File: src/rtl/scroll_msg_writer_if.sv
// Write port from the message composer into the renderer's character buffer.
// The master drives a beat, and the slave accepts it with wr_ready.
interface scroll_msg_writer_if;
  logic       wr_valid;
  logic       wr_ready;
  logic [4:0] wr_addr;
  logic [5:0] wr_data;

  modport master (output wr_valid, output wr_addr, output wr_data, input wr_ready);
  modport slave  (input wr_valid, input wr_addr, input wr_data, output wr_ready);
endinterface

File: src/rtl/scroll_msg_writer.sv
// Writes "AUDIO VOLUME IS NN" into the scroll renderer's character buffer.
// NN comes from the live volume level, using a one-subtract-per-cycle decimal split.
//
// state | meaning
// IDLE  | waiting for a pending request (reset, refresh or volume change)
// CONV  | splitting the snapshot into tens/units, one subtract per cycle
// WRITE | presenting slots 0..17 on the write port
// DONE  | one-cycle done pulse; records the snapshot as last written volume
module scroll_msg_writer #(
  parameter int         VOL_W      = 4,
  parameter logic [5:0] DIGIT_BASE = 6'd36,
  parameter logic [5:0] SPACE_CODE = 6'd63
) (
  input  logic                 clk,
  input  logic                 rst,
  input  logic [VOL_W-1:0]     vol,
  input  logic                 refresh,
  scroll_msg_writer_if.master  wr,
  output logic                 busy,
  output logic                 done
);

  localparam int SW = (VOL_W > 7) ? VOL_W : 7;

  typedef enum logic [1:0] {IDLE, CONV, WRITE, DONE} state_t;

  state_t      state;
  logic        pending;
  logic [6:0]  last_vol;
  logic [6:0]  snap;
  logic [6:0]  rem;
  logic [3:0]  tens;
  logic [SW-1:0] vol_ext;
  logic [6:0]  sat_vol;

  always_comb begin
    vol_ext = SW'(vol);
    sat_vol = (vol_ext > SW'(99)) ? 7'd99 : vol_ext[6:0];
  end

  function automatic logic [5:0] char_at(input logic [4:0] idx,
                                         input logic [3:0] t,
                                         input logic [5:0] u);
    case (idx)
      5'd0:    char_at = 6'd0;
      5'd1:    char_at = 6'd20;
      5'd2:    char_at = 6'd3;
      5'd3:    char_at = 6'd8;
      5'd4:    char_at = 6'd14;
      5'd5:    char_at = SPACE_CODE;
      5'd6:    char_at = 6'd21;
      5'd7:    char_at = 6'd14;
      5'd8:    char_at = 6'd11;
      5'd9:    char_at = 6'd20;
      5'd10:   char_at = 6'd12;
      5'd11:   char_at = 6'd4;
      5'd12:   char_at = SPACE_CODE;
      5'd13:   char_at = 6'd8;
      5'd14:   char_at = 6'd18;
      5'd15:   char_at = SPACE_CODE;
      5'd16:   char_at = DIGIT_BASE + {2'b00, t};
      5'd17:   char_at = DIGIT_BASE + u;
      default: char_at = SPACE_CODE;
    endcase
  endfunction

  always_ff @(posedge clk) begin
    if (rst) begin
      state       <= IDLE;
      pending     <= 1'b1;
      last_vol    <= 7'd0;
      snap        <= 7'd0;
      rem         <= 7'd0;
      tens        <= 4'd0;
      wr.wr_valid <= 1'b0;
      wr.wr_addr  <= 5'd0;
      wr.wr_data  <= 6'd0;
      busy        <= 1'b0;
      done        <= 1'b0;
    end else begin
      done <= 1'b0;
      // Requests seen during a run collapse into a single rerun.
      if (state != IDLE && (refresh || sat_vol != snap))
        pending <= 1'b1;

      case (state)
        IDLE: begin
          if (pending) begin
            snap    <= sat_vol;
            rem     <= sat_vol;
            tens    <= 4'd0;
            pending <= refresh;
            busy    <= 1'b1;
            state   <= CONV;
          end else if (refresh || sat_vol != last_vol) begin
            pending <= 1'b1;
          end
        end
        CONV: begin
          if (rem >= 7'd10) begin
            rem  <= rem - 7'd10;
            tens <= tens + 4'd1;
          end else begin
            wr.wr_valid <= 1'b1;
            wr.wr_addr  <= 5'd0;
            wr.wr_data  <= char_at(5'd0, tens, rem[5:0]);
            state       <= WRITE;
          end
        end
        WRITE: begin
          if (wr.wr_ready) begin
            if (wr.wr_addr == 5'd17) begin
              wr.wr_valid <= 1'b0;
              done        <= 1'b1;
              state       <= DONE;
            end else begin
              wr.wr_addr <= wr.wr_addr + 5'd1;
              wr.wr_data <= char_at(wr.wr_addr + 5'd1, tens, rem[5:0]);
            end
          end
        end
        DONE: begin
          last_vol <= snap;
          busy     <= 1'b0;
          state    <= IDLE;
        end
        default: state <= IDLE;
      endcase
    end
  end

endmodule

File: src/flat_wrapper.sv
// flat-port wrapper written by rule: the top's interface ports become plain ports
module scroll_msg_writer_flat 
#(
  parameter int         VOL_W      = 4,
  parameter logic [5:0] DIGIT_BASE = 6'd36,
  parameter logic [5:0] SPACE_CODE = 6'd63
)
  (clk, rst, vol, refresh, busy, done, wr_wr_valid, wr_wr_addr, wr_wr_data, wr_wr_ready);
  scroll_msg_writer_if wr_i ();
  input  logic clk;
  input  logic rst;
  input  logic [VOL_W-1:0] vol;
  input  logic refresh;
  output logic busy;
  output logic done;
  output wire logic [$bits(wr_i.wr_valid)-1:0] wr_wr_valid;
  output wire logic [$bits(wr_i.wr_addr)-1:0] wr_wr_addr;
  output wire logic [$bits(wr_i.wr_data)-1:0] wr_wr_data;
  input wire logic [$bits(wr_i.wr_ready)-1:0] wr_wr_ready;
  assign wr_wr_valid = wr_i.wr_valid;
  assign wr_wr_addr = wr_i.wr_addr;
  assign wr_wr_data = wr_i.wr_data;
  assign wr_i.wr_ready = wr_wr_ready;
  scroll_msg_writer #(.VOL_W(VOL_W), .DIGIT_BASE(DIGIT_BASE), .SPACE_CODE(SPACE_CODE)) u_core (.clk(clk), .rst(rst), .vol(vol), .refresh(refresh), .wr(wr_i), .busy(busy), .done(done));
endmodule
File: config.mk
export PLATFORM = sky130hd
export DESIGN_NAME = scroll_msg_writer_flat
export DESIGN_NICKNAME = d
export VERILOG_FILES = /design/src/rtl/scroll_msg_writer_if.sv /design/src/rtl/scroll_msg_writer.sv /design/src/flat_wrapper.sv
export SDC_FILE = /design/constraint.sdc
export NUM_CORES = 1
export LEC_CHECK = 0
export BUFFER_PORTS_ARGS = -buffer_cell sky130_fd_sc_hd__clkbuf_2
export CORE_MARGIN = 3
export CORE_UTILIZATION = 30
export DETAILED_ROUTE_END_ITERATION = 7
export SLEW_MARGIN = 20
export SYNTH_ARGS = -nofsm -noshare
export SYNTH_HDL_FRONTEND = slang
export SYNTH_SLANG_ARGS = --single-unit
File: constraint.sdc
create_clock -name clk -period 5.4 [get_ports clk]
set_input_delay 0.27 -clock clk [delete_from_list [all_inputs] [get_ports clk]]
set_output_delay 0.27 -clock clk [all_outputs]
set_load 0.02 [all_outputs]
Word-level counts from Yosys, hierarchy flattened
Cells that the tools add are included. W data, S select, Z words.

Bits in writable memories: 0. Input port bits: 8. Word-level logic and storage cells: 95. Latch bits: 0. Register bits after elaboration: 36. Memories: 0. Memory bits (read-only): 0. Output and inout bits: 14.

Shift-type cells: 0. Bitwise operators: 2. Muxes and demuxes: 31. Equality and inequality tests: 26. Reductions and logical operators: 19. $lt $le $gt $ge: 1. Multipliers: 0. $add $sub $neg: 5. Divide/modulo/power cells: 0.

Operators by type and width (number): $pmux W6 S12 (1); $eq A5 B4 Y1 const B (6); $mux W6 (3); $eq A5 B3 Y1 const B (3); $eq A5 B5 Y1 const B (3); $mux W5 (3); $mux W7 (2); $pmux W7 S2 (1); $pmux W6 S2 (1); $reduce_and A4 Y1 (3); $eq A5 B2 Y1 const B (2); $pmux W5 S2 (1); $mux W1 (9); $mux W2 (4); $mux W4 (2); $ne A4 B4 Y1 (2); $pmux W2 S4 (1); $pmux W4 S2 (1); $reduce_bool A2 Y1 (4); $ge A7 B4 Y1 const B (1); $sub A7 B4 Y7 const B (1); $add A6 B4 Y6 const A (1); $add A6 B6 Y6 const A (1); $ne A2 B1 Y1 const B (3); 16 further kinds (25).

Logic depth before layout (Yosys ltp)
Gate-level depths: netlist of the first run.

Word-level depth: 7. Depth in mapped cells: 10. Depth with buffers taken out: 9.

Worst setup path after synthesis of the first run
Ideal clock, no wire load.

Path kind: register to register. Start point: reg u_core.wr.wr_addr[0]. End point: reg u_core.wr.wr_data[5]. Data arrival time: 2156 ps. Clock period less this slack: 2252 ps. Cell stages (with the launch flop): 10. Data required time: 5305 ps. Setup time: 95 ps. Slack: 3148 ps. Buffers on the path: 1. Path through: dfxtp_1 ha_1 buf_2 or2_2 o21ai_0 a31oi_1 o21ai_0 a221oi_1 nand2_1 a221oi_1.

Cells in the longest elaborated chain, start to end: 7. Elaborated cells on any way between the ends: 26. Those cells by class: add/sub (1); eq/ne (16); mux (4); reduce/logical (5).

RTL lines: from (decl) (RTL line scroll_msg_writer_if.sv:9) `modport master (output wr_valid, output wr_addr, output wr_data, input wr_ready);`; from (signal assigned) (RTL line scroll_msg_writer.sv:117) `wr.wr_addr <= wr.wr_addr + 5'd1;`; $add A5 B1 Y5 (RTL line scroll_msg_writer.sv:118) `wr.wr_data <= char_at(wr.wr_addr + 5'd1, tens, rem[5:0]);`; $eq A5 B2 Y1, or another cell as far along (RTL line scroll_msg_writer.sv:44) `case (idx)`; $reduce_or A2 Y1 (no source line); $pmux W6 S12 (RTL line scroll_msg_writer.sv:44); $mux W6 (RTL line scroll_msg_writer.sv:112) `if (wr.wr_addr == 5'd17) begin`; $mux W6 (RTL line scroll_msg_writer.sv:111) `if (wr.wr_ready) begin`; $pmux W6 S2 (RTL line scroll_msg_writer.sv:86) `case (state)`; to (signal assigned) (RTL line scroll_msg_writer.sv:106) `wr.wr_data <= char_at(5'd0, tens, rem[5:0]);`; to (signal assigned) (RTL line scroll_msg_writer.sv:118); to (decl) (RTL line scroll_msg_writer_if.sv:9).

Several ways; a longest one is shown, not always the timed one. The select of a mux whose other input is x is not followed. A chain may end at the register's enable or synchronous reset.

Worst setup path after layout of the first run
Same ends and word-level chain as after synthesis.

==> impl_metrics.tcl, run 1 <==
set metrics [dict create \
    hold_viol 0 \
    synthesis.nets 307 \
    synth_ff_type "dfxtp_1" \
    yosysTopAreaCellShare_pct 31.9 \
    initial_core_util_pct 31.0 \
    clock_latency_ns 0.29 \
    required_ns 5.60 \
    relSlewSlack_pct 52.2 \
    worst_pin_slew_ns 0.717 \
    cts_resized 0 \
    netlist_area_um2 2260 \
    arrival_ns 2.73 \
    grt_pass1_wl_um 9030 \
    setup-tns-final_ns 0 \
    cts_max_level 2 \
    cp_max_fo 11 \
    synth_edf_count 0 \
    worstSetupPathType "flip-flop to flip-flop" \
    yosys.cell_types.count 44 \
    clockBufferDepth 2 \
    drtPass1Iterations 4 \
    p_per_area_nw_per_um2 384 \
    vias 2011 \
    syn_inst 285 \
    boundaryPins 22 \
    rows 31 \
    stdcell_area_um2 2520 \
    diodes 0 \
    final_max_slew_viol_count 0 \
    cts_hold_buf 0 \
    fp.dieW_um 92.8 \
    nets 321 \
    post-route-period-util_pct 46.9 \
    cts_buffers 5 \
    overflow 0 \
    dpl-instance-area_um2 2430 \
    multi_input_area_um2 1440 \
    clkSinkCount 36 \
    cts_tree "done" \
    outcome "complete, no violations" \
    port_buffers 21 \
    core_um2 7290 \
    gp_congestion 0.918 \
    synth_commonest_cells "nor2_1 (38), dfxtp_1 (36), a21oi_1 (28), nand2_1 (23)" \
    post_cts_buffers 0 \
    leakagePower_nw 0.941 \
    register_area_um2 721 \
    ir_worst_vdd_uv 238 \
    fillCellCount 800 \
    crit_path_start_kind "flip-flop" \
    grt_antenna_before_repair 0 \
    setup_violations 0 \
    clockRootBuffer "clkbuf_8" \
    yosysMostFrequentCell "nor2_1" \
    yosysWarnings 0 \
    dp_hpwl_um 3910 \
    track_usage_pct 12.8 \
    avgSynthCellArea_um2 7.93 \
    whs_ns 0.168 \
    async_flop_share_pct 0 \
    dieHeight_um 92.8 \
    rsz0062_at_grt "no" \
    ys_seq_area_share_pct 31.9 \
    grt_max_degree 33 \
    dr.first_iter.drc_count 90 \
    setup_ws_ns 2.87 \
    vias_per_cell 5.04 \
    ys_ff_latch 36 \
    drc 0 \
    synthToLayoutAreaGrowth_pct 11.5 \
    final_util_pct 34.5 \
    dieArea_um2 8610 \
    routed_wl_um 5220 \
    drive_above_1_share_pct 13.0 \
    clk_transition_reported_paths_ns 0.08 \
    detail_route.wl_per_cell_um 13.1 \
    hold_path.class "input pin to flip-flop" \
    grt_pass1_vias 1861 \
    maxCapViolations 0 \
    place_ws_ns 2.87 \
    max_freq_mhz 394 \
    synth_area_leaders "dfxtp_1 (32%), ha_1 (7.8%), nor2_1 (6.3%)" \
    fin_skew_ns 0.0119 \
    worstSetupEndpointType "flip-flop" \
    fin_crit_ns 2.53 \
    ant_nets 0 \
    yosys.area.top_type "dfxtp_1" \
]
[cell type report]
| class | count | share of cell area [%] |
|---|---|---|
| multi-input combinational | 224 | 57.2 |
| sequential | 36 | 28.6 |
| tap | 99 | 4.92 |
| timing repair buffer | 21 | 4.17 |
| clock buffer | 5 | 2.73 |
| inverter | 11 | 1.64 |
| clock inverter | 3 | 0.745 |
[layout by cell type (no fill, tap or decap), types with 4 or more instances in the layout]
cell type / Yosys / layout
o21ai_0: 12 / 12
dfxtp_1: 36 / 36
xnor2_1: 11 / 11
ha_1: 14 / 14
clkbuf_8: 0 / 5
nand2_1: 23 / 23
a21oi_1: 28 / 28
a211oi_1: 5 / 5
a22oi_1: 10 / 10
nor3_1: 7 / 7
nand3_1: 14 / 14
clkbuf_2: 0 / 21
inv_1: 11 / 11
xor2_1: 8 / 8
mux2i_1: 4 / 4
nor2_1: 38 / 38
[where the power goes]
part / switching, mW / internal, mW
Clock: 0.103 / 0.0900
Sequential: 0.0517 / 0.313
Combinational: 0.242 / 0.166
[sequential cells by signal, summed over array words and instances (netlist names), 2 cells and up]
register           cells
u_core.last_vol        4
u_core.rem             7
u_core.snap            4
u_core.state           2
u_core.tens            4
u_core.wr.wr_addr      5
u_core.wr.wr_data      6
[critical path, stage by stage, from the launching register on]
cell,delay (ns)
dfxtp_1,0.51
ha_1,0.39
or2_2,0.20
o21ai_0,0.11
a31oi_1,0.23
o21ai_0,0.12
a221oi_1,0.37
nand2_1,0.22
a221oi_1,0.29
[final timing paths]
kind                         from                   end  slack (ns)  depth (start not counted)
max reg2reg  u_core.wr.wr_addr[0]  u_core.wr.wr_data[5]        2.87                          8
min reg2reg        u_core.snap[0]        u_core.snap[0]        0.49                          2
min                       refresh        u_core.pending        0.17                          3
max          u_core.wr.wr_addr[0]  u_core.wr.wr_data[5]        2.87                          8
[stage by stage]
| step | total power, mW | instances |
|---|---|---|
| global route | 1.06 | 399 |
| global placement | 0.772 | 391 |
| finish | 0.966 | 399 |
| CTS | 0.976 | 399 |
| detailed placement | 0.779 | 391 |
| floorplan | 0.694 | 285 |
[layer usage]
| layer | up-vias | part of all wire [%] | track usage, % |
|---|---|---|---|
| li1 | 1038 | - | - |
| met1 | 932 | 49 | 17.2 |
| met2 | 34 | 46 | 20.4 |
| met3 | 7 | 4.1 | 2.68 |
| met4 | 0 | 1.1 | 4.15 |
| met5 | - | 0 | 0 |
[cells by family after synthesis]
family	Yosys count	synth area share, %
AND/OR/NAND/NOR	105	22.0
AO/OA/AOI/OAI	79	23.3
flip-flops	36	31.9
buffers and inverters	25	4.37
XOR/XNOR	19	7.36
adder cells (fa/ha/maj)	14	7.75
multiplexers	7	3.27
(Power assumes the default switching activity.)
==> run 2: changes to the inputs <==
--- a/config.mk
+++ b/config.mk
@@ -5,6 +5,7 @@
 export SDC_FILE = /design/constraint.sdc
 export NUM_CORES = 1
 export LEC_CHECK = 0
+export ABC_AREA = 1
 export BUFFER_PORTS_ARGS = -buffer_cell sky130_fd_sc_hd__clkbuf_2
 export CORE_MARGIN = 3
 export CORE_UTILIZATION = 30
==> constraint.sdc (replaced) <==
create_clock -name clk -period 2.27 [get_ports clk]
set_input_delay 0.1135 -clock clk [delete_from_list [all_inputs] [get_ports clk]]
set_output_delay 0.1135 -clock clk [all_outputs]
set_load 0.02 [all_outputs]
==> run 2 against run 1 <==
- fmax rose by 26%
- critical path type unchanged
- core utilization rose by 0.72 points
- largest power group unchanged
- non-clock buffer count rose by 3
- worst hold slack got worse by 0.14 ns
- clock power rose by 120%
- clock skew fell by 0.0043 ns
- wire length fell by 2.8%
- highest routed layer unchanged
- setup slack got worse by 2.6 ns
- critical endpoint is now u_core.tens[3]
- global-route usage fell by 0.59 points
- final cell count rose by 12%
- register-to-register slack got worse by 2.6 ns
- count of clock-buffer cells in the layout rose by 1
==> impl_metrics.tcl, run 2 <==
set metrics [dict create \
    outcome "complete, no violations" \
    track_usage_pct 12.2 \
    leakagePower_nw 1.14 \
    initial_core_util_pct 31.1 \
    final_cell_mix "nand2_1 (67), dfxtp_1 (36), inv_1 (35), nor2_1 (35), a21oi_1 (29)" \
    clkSinkCount 36 \
    clockRootBuffer "clkbuf_8" \
    yosysTopAreaCellShare_pct 31.7 \
    grt_max_degree 18 \
    fin_crit_ns 2.01 \
    dieHeight_um 93.0 \
    routed_wl_um 5070 \
    synth_ff_type "dfxtp_1" \
    worstSetupEndpointType "flip-flop" \
    post_cts_buffers 0 \
    synthToLayoutAreaGrowth_pct 13.2 \
    final_cell_count_no_fill 445 \
    boundaryPins 22 \
    max_freq_mhz 497 \
    fin_total_pwr_mw 2.58 \
    cts_max_level 2 \
    cts_resized 0 \
    ant_nets 0 \
    layout_commonest_cell "nand2_1" \
    clockBufferDepth 2 \
    yosys.area.top_type "dfxtp_1" \
    setup-tns-final_ns 0 \
    netlist_area_um2 2270 \
    ys_ff_latch 36 \
    fp.dieW_um 93.0 \
    slowest_stage "dfxtp_1" \
    yosysMostFrequentCell "nand2_1" \
    largest_register "u_core.rem" \
    largest_register_ff_count 7 \
    cts_tree "done" \
    crit_chain "inv_1, ha_1, nand2_1, inv_1, nand2_1, nand2_1, buf_4, nand4_1, or2_0, a21oi_1" \
    maxCapViolations 0 \
    relSlewSlack_pct 69.6 \
    dieArea_um2 8650 \
    dpl-instance-area_um2 2490 \
    yosysWarnings 0 \
    avgSynthCellArea_um2 7.07 \
    clock_latency_ns 0.28 \
    cts_buffers 5 \
    dr.first_iter.drc_count 96 \
    synth_edf_count 0 \
    top_regs "u_core.rem: 7 flops, u_core.wr.wr_data: 6 flops, u_core.wr.wr_addr: 5 flops" \
    final_max_slew_viol_count 0 \
    fillCellCount 823 \
    cts_hold_buf 0 \
    clk_transition_reported_paths_ns 0.07 \
    worstSetupPathType "flip-flop to flip-flop" \
    hold_path.class "input pin to flip-flop" \
    drc 0 \
    hold_viol 0 \
    drive_above_1_share_pct 17.9 \
    async_flop_share_pct 0 \
    placed_cells 438 \
    detail_route.wl_per_cell_um 11.4 \
    core_um2 7290 \
    overflow 0 \
    synthesis.nets 343 \
    grt_pass1_wl_um 8770 \
    nets 368 \
    required_ns 2.48 \
    ir_worst_vdd_uv 439 \
    stdcell_area_um2 2570 \
    synth_area_leaders "dfxtp_1 (32%), nand2_1 (11%), ha_1 (7.7%)" \
    yosys.cell_types.count 38 \
    syn_inst 321 \
    fin_skew_ns 0.00760 \
    grt_antenna_before_repair 0 \
    p_per_area_nw_per_um2 1000 \
    vias 2060 \
    rsz0062_at_grt "no" \
    synth_commonest_cells "nand2_1 (67), dfxtp_1 (36), nor2_1 (36), inv_1 (35), a21oi_1 (29)" \
    max_stage_delay_ns 0.34 \
    drtPass1Iterations 5 \
    grt_pass1_vias 1950 \
    worst_pin_slew_ns 0.457 \
    diodes 0 \
    ys_seq_area_share_pct 31.7 \
    rows 31 \
    crit_path_frequent_cell "nand2_1" \
    crit_path_start_kind "flip-flop" \
    port_buffers 21 \
    setup_violations 0 \
    arrival_ns 2.22 \
    post-route-period-util_pct 88.7 \
    cp_max_fo 10 \
    gp_congestion 0.872 \
    dp_hpwl_um 3960 \
    vias_per_cell 4.63 \
]
-- run 2: changes by cell type after synthesis, sizes merged, moves of 8 or more --
cell,change
a22oi,-10
clkbuf,-8
inv,+29
nand2,+53
xnor2,-8
o21ai,+9
-- run 2: cell type report --
type	count	area, um^2	area share (%)
clock buffer	6	72.6	2.82
clock inverter	1	5.00	0.195
inverter	40	150	5.84
multi-input combinational	239	1370	53.3
sequential	36	721	28.0
tap	99	124	4.82
timing repair buffer	24	128	4.96
-- run 2: routing by layer --
metal  vias up  wire, um  GRT usage (%)
li1       1092         -              -
met1       930      2490           16.3
met2        34      2380           20.3
met3         4       179           2.65
met4         0        25           2.69
met5         -         0              0
-- run 2: final timing paths --
check                           from                  to  slack, ns  depth (start not counted)
hold reg to reg   u_core.wr.wr_valid  u_core.wr.wr_valid       0.46                          2
setup reg to reg     u_core.state[1]      u_core.tens[3]       0.26                         10
setup / recovery     u_core.state[1]      u_core.tens[3]       0.26                         10
hold / removal               refresh      u_core.pending       0.03                          3
-- run 2: stage by stage --
step	hold WS, ns	setup WS, ns	util, %
after global routing	0.0276	0.0667	35.3
after detailed placement	0.323	0.248	34.1
after floorplan	0.216	0.342	-
final	0.0278	0.257	35.3
after global placement	0.316	0.283	34.1
after CTS	0.0194	0.220	35.2
-- run 2: kinds of logic after synthesis --
| kind of cell | Yosys count | share of synthesized area [%] |
|---|---|---|
| buffers and inverters | 46 | 8.10 |
| xor gates and xnor gates | 9 | 3.47 |
| AOI/OAI and AO/OA | 64 | 15.8 |
| DFF | 36 | 31.7 |
| adders and majority gates | 14 | 7.71 |
| and+or+nand+nor | 152 | 33.2 |
-- run 2: worst max-delay path, delay by kind of cell, from the launching register on --
family	cells	cell delay, ns
simple gates	5	0.75
buf+inv	3	0.48
compound gates	1	0.11
fa+ha+maj	1	0.25
flops	1	0.34
-- run 2: power breakdown --
part / leakage [nW] / switching [mW] / internal [mW] / total [mW]
clock: 0.0410 / 0.216 / 0.209 / 0.425
combinational: 0.809 / 0.813 / 0.432 / 1.25
sequential: 0.295 / 0.116 / 0.791 / 0.907
==> run 3: changes to the inputs <==
--- a/config.mk
+++ b/config.mk
@@ -10,6 +10,8 @@
 export CORE_MARGIN = 3
 export CORE_UTILIZATION = 30
 export DETAILED_ROUTE_END_ITERATION = 7
+export GPL_TIMING_DRIVEN = 0
+export SKIP_CTS_REPAIR_TIMING = 1
 export SLEW_MARGIN = 20
 export SYNTH_ARGS = -nofsm -noshare
 export SYNTH_HDL_FRONTEND = slang
==> constraint.sdc (replaced) <==
create_clock -name clk -period 1.6 [get_ports clk]
set_input_delay 0.08 -clock clk [delete_from_list [all_inputs] [get_ports clk]]
set_output_delay 0.08 -clock clk [all_outputs]
set_load 0.02 [all_outputs]
==> run 3 against run 2 <==
- the run now ends with negative hold slack, negative setup slack left
- register-to-register slack lost 0.46 ns
- via count rose by 8.1%
- final cell count rose by 4.3%
- wire length up 11%
- sequential share of layout area down 3.4 points
- first-iteration DRC count is 2.1% higher
- setup slack worse by 0.46 ns
- count of clock-buffer cells in the layout is 1 higher
- critical path depth unchanged
- clock skew down 0.0038 ns
- non-clock buffer count grew 18
- highest routed layer unchanged
==> impl_metrics.tcl, run 3 (synthesis results as in run 2) <==
set metrics [dict create \
    routed_wl_um 5620 \
    ant_nets 0 \
    maxCapViolations 0 \
    ff2ff_path_depth 10 \
    port_buffers 20 \
    max_stage_delay_ns 0.38 \
    hold_path.class "input pin to flip-flop" \
    core_um2 7290 \
    clockBufferDepth 2 \
    arrival_ns 2.02 \
    max_freq_mhz 554 \
    clkSinkCount 36 \
    r2r-start "u_core.rem[1]" \
    rows 31 \
    crit_chain "inv_4, ha_4, or2_4, nand4_1, nand2_2, nand2_4, buf_6, nand4_1, or2_0, a21oi_1" \
    setup_violations 20 \
    final_max_slew_viol_count 0 \
    dp_hpwl_um 4010 \
    clock_latency_ns 0.28 \
    min_path_cells 3 \
    worstReg2RegEnd "u_core.tens[3]" \
    crit_path_start_kind "flip-flop" \
    hold_start "refresh" \
    detail_route.wl_per_cell_um 12.1 \
    stdcell_area_um2 3000 \
    dpl-instance-area_um2 2530 \
    setup_ws_ns -0.206 \
    layout_commonest_cell "nand2_1" \
    fin_crit_ns 1.81 \
    reg2reg_slack_ns -0.21 \
    largest_register_ff_count 7 \
    gp_congestion 0.872 \
    crit_path_frequent_cell "nand4_1" \
    ir_worst_vdd_uv 752 \
    dieHeight_um 93.0 \
    diodes 0 \
    placed_cells 440 \
    worstSetupEndpointType "flip-flop" \
    top_regs "u_core.rem: 7 flops, u_core.wr.wr_data: 6 flops, u_core.wr.wr_addr: 5 flops" \
    track_usage_pct 12.0 \
    fp.dieW_um 93.0 \
    final_cell_count_no_fill 464 \
    min_to "u_core.pending" \
    slowest_stage "dfxtp_4" \
    final_util_pct 41.2 \
    grt_antenna_before_repair 0 \
    dr.first_iter.drc_count 98 \
    required_ns 1.81 \
    whs_ns -0.00287 \
    grt_pass1_wl_um 8680 \
    relSlewSlack_pct 61.3 \
    synthToLayoutAreaGrowth_pct 32.2 \
    boundaryPins 22 \
    drive_above_1_share_pct 35.9 \
    cts_buffers 5 \
    leakagePower_nw 1.27 \
    overflow 0 \
    fin_skew_ns 0.00383 \
    nets 386 \
    grt_max_degree 12 \
    largest_register "u_core.rem" \
    violations "negative hold slack, negative setup slack" \
    cts_tree "done" \
    vias_per_cell 4.80 \
    final_cell_mix "nand2_1 (52), inv_1 (30), dfxtp_1 (29), nor2_1 (28), a21oi_1 (25)" \
    worstSetupPathType "flip-flop to flip-flop" \
    outcome "finished, violations left" \
    drc 0 \
    cts_max_level 2 \
    fin_total_pwr_mw 4.63 \
    post-route-period-util_pct 113 \
    vias 2226 \
    p_per_area_nw_per_um2 1540 \
    rsz0062_at_grt "yes" \
    hold_viol 1 \
    dieArea_um2 8650 \
    initial_core_util_pct 31.1 \
    cp_max_fo 5 \
    clockRootBuffer "clkbuf_8" \
    clk_transition_reported_paths_ns 0.07 \
    drtPass1Iterations 4 \
    worst_pin_slew_ns 0.581 \
    grt_pass1_vias 1997 \
]
[run 3: worst max-delay path, delay by kind of cell (launching register included)]
kind / cells / cell delay (ns)
adder cells (fa/ha/maj): 1 / 0.15
AO/OA/AOI/OAI: 1 / 0.11
buffers and inverters: 2 / 0.17
flip-flops: 1 / 0.38
AND/OR/NAND/NOR: 6 / 0.93
[run 3: layout make-up]
type / instances / area, um^2
fillers: 792 / 4290
multi-input cells: 239 / 1620
flip-flops and latches: 36 / 739
repair buffers: 36 / 231
inverters: 40 / 168
well taps: 99 / 124
clock buffers: 7 / 76.3
plain buffers: 6 / 37.5
clock inverters: 1 / 5.00
[run 3: power by group]
group	leakage, nW	total (mW)	internal, mW	switching, mW
logic	0.934	2.66	1.14	1.52
registers	0.299	1.35	1.14	0.207
clock network	0.0422	0.619	0.306	0.314
total	1.27	4.63	2.58	2.04
[run 3: how the worst max path moves through the flow]
stage / start / end / slack [ns] / cells after the start
2_1_floorplan: u_core.wr.wr_addr[0] / u_core.wr.wr_data[0] / 0.005 / 12
3_3_place_gp: u_core.rem[2] / u_core.wr.wr_data[4] / -0.28 / 10
3_5_place_dp: u_core.rem[2] / u_core.wr.wr_data[0] / -0.31 / 10
4_1_cts: u_core.rem[2] / u_core.wr.wr_data[5] / -0.33 / 10
5_1_grt: u_core.wr.wr_addr[1] / u_core.wr.wr_data[0] / -0.31 / 12
6_report: u_core.rem[1] / u_core.tens[3] / -0.21 / 10
[run 3: per-stage QoR]
stage | hold slack [ns] | TNS (ns) | setup WS [ns]
floorplan | 0.183 | 0 | 0.00526
global placement | 0.281 | -4.05 | -0.284
detailed placement | 0.293 | -4.71 | -0.306
CTS | -0.00374 | -5.21 | -0.327
global route | 0.0191 | -4.41 | -0.314
finish | -0.00287 | -2.36 | -0.206
[run 3: layer usage]
layer / track usage, % / routed length [um] / vias up
met2: 20.9 / 2830 / 40
met4: 2.56 / 44 / 0
met5: 0 / 0 / -
met3: 2.33 / 207 / 6
met1: 15.3 / 2530 / 1042
li1: - / - / 1138
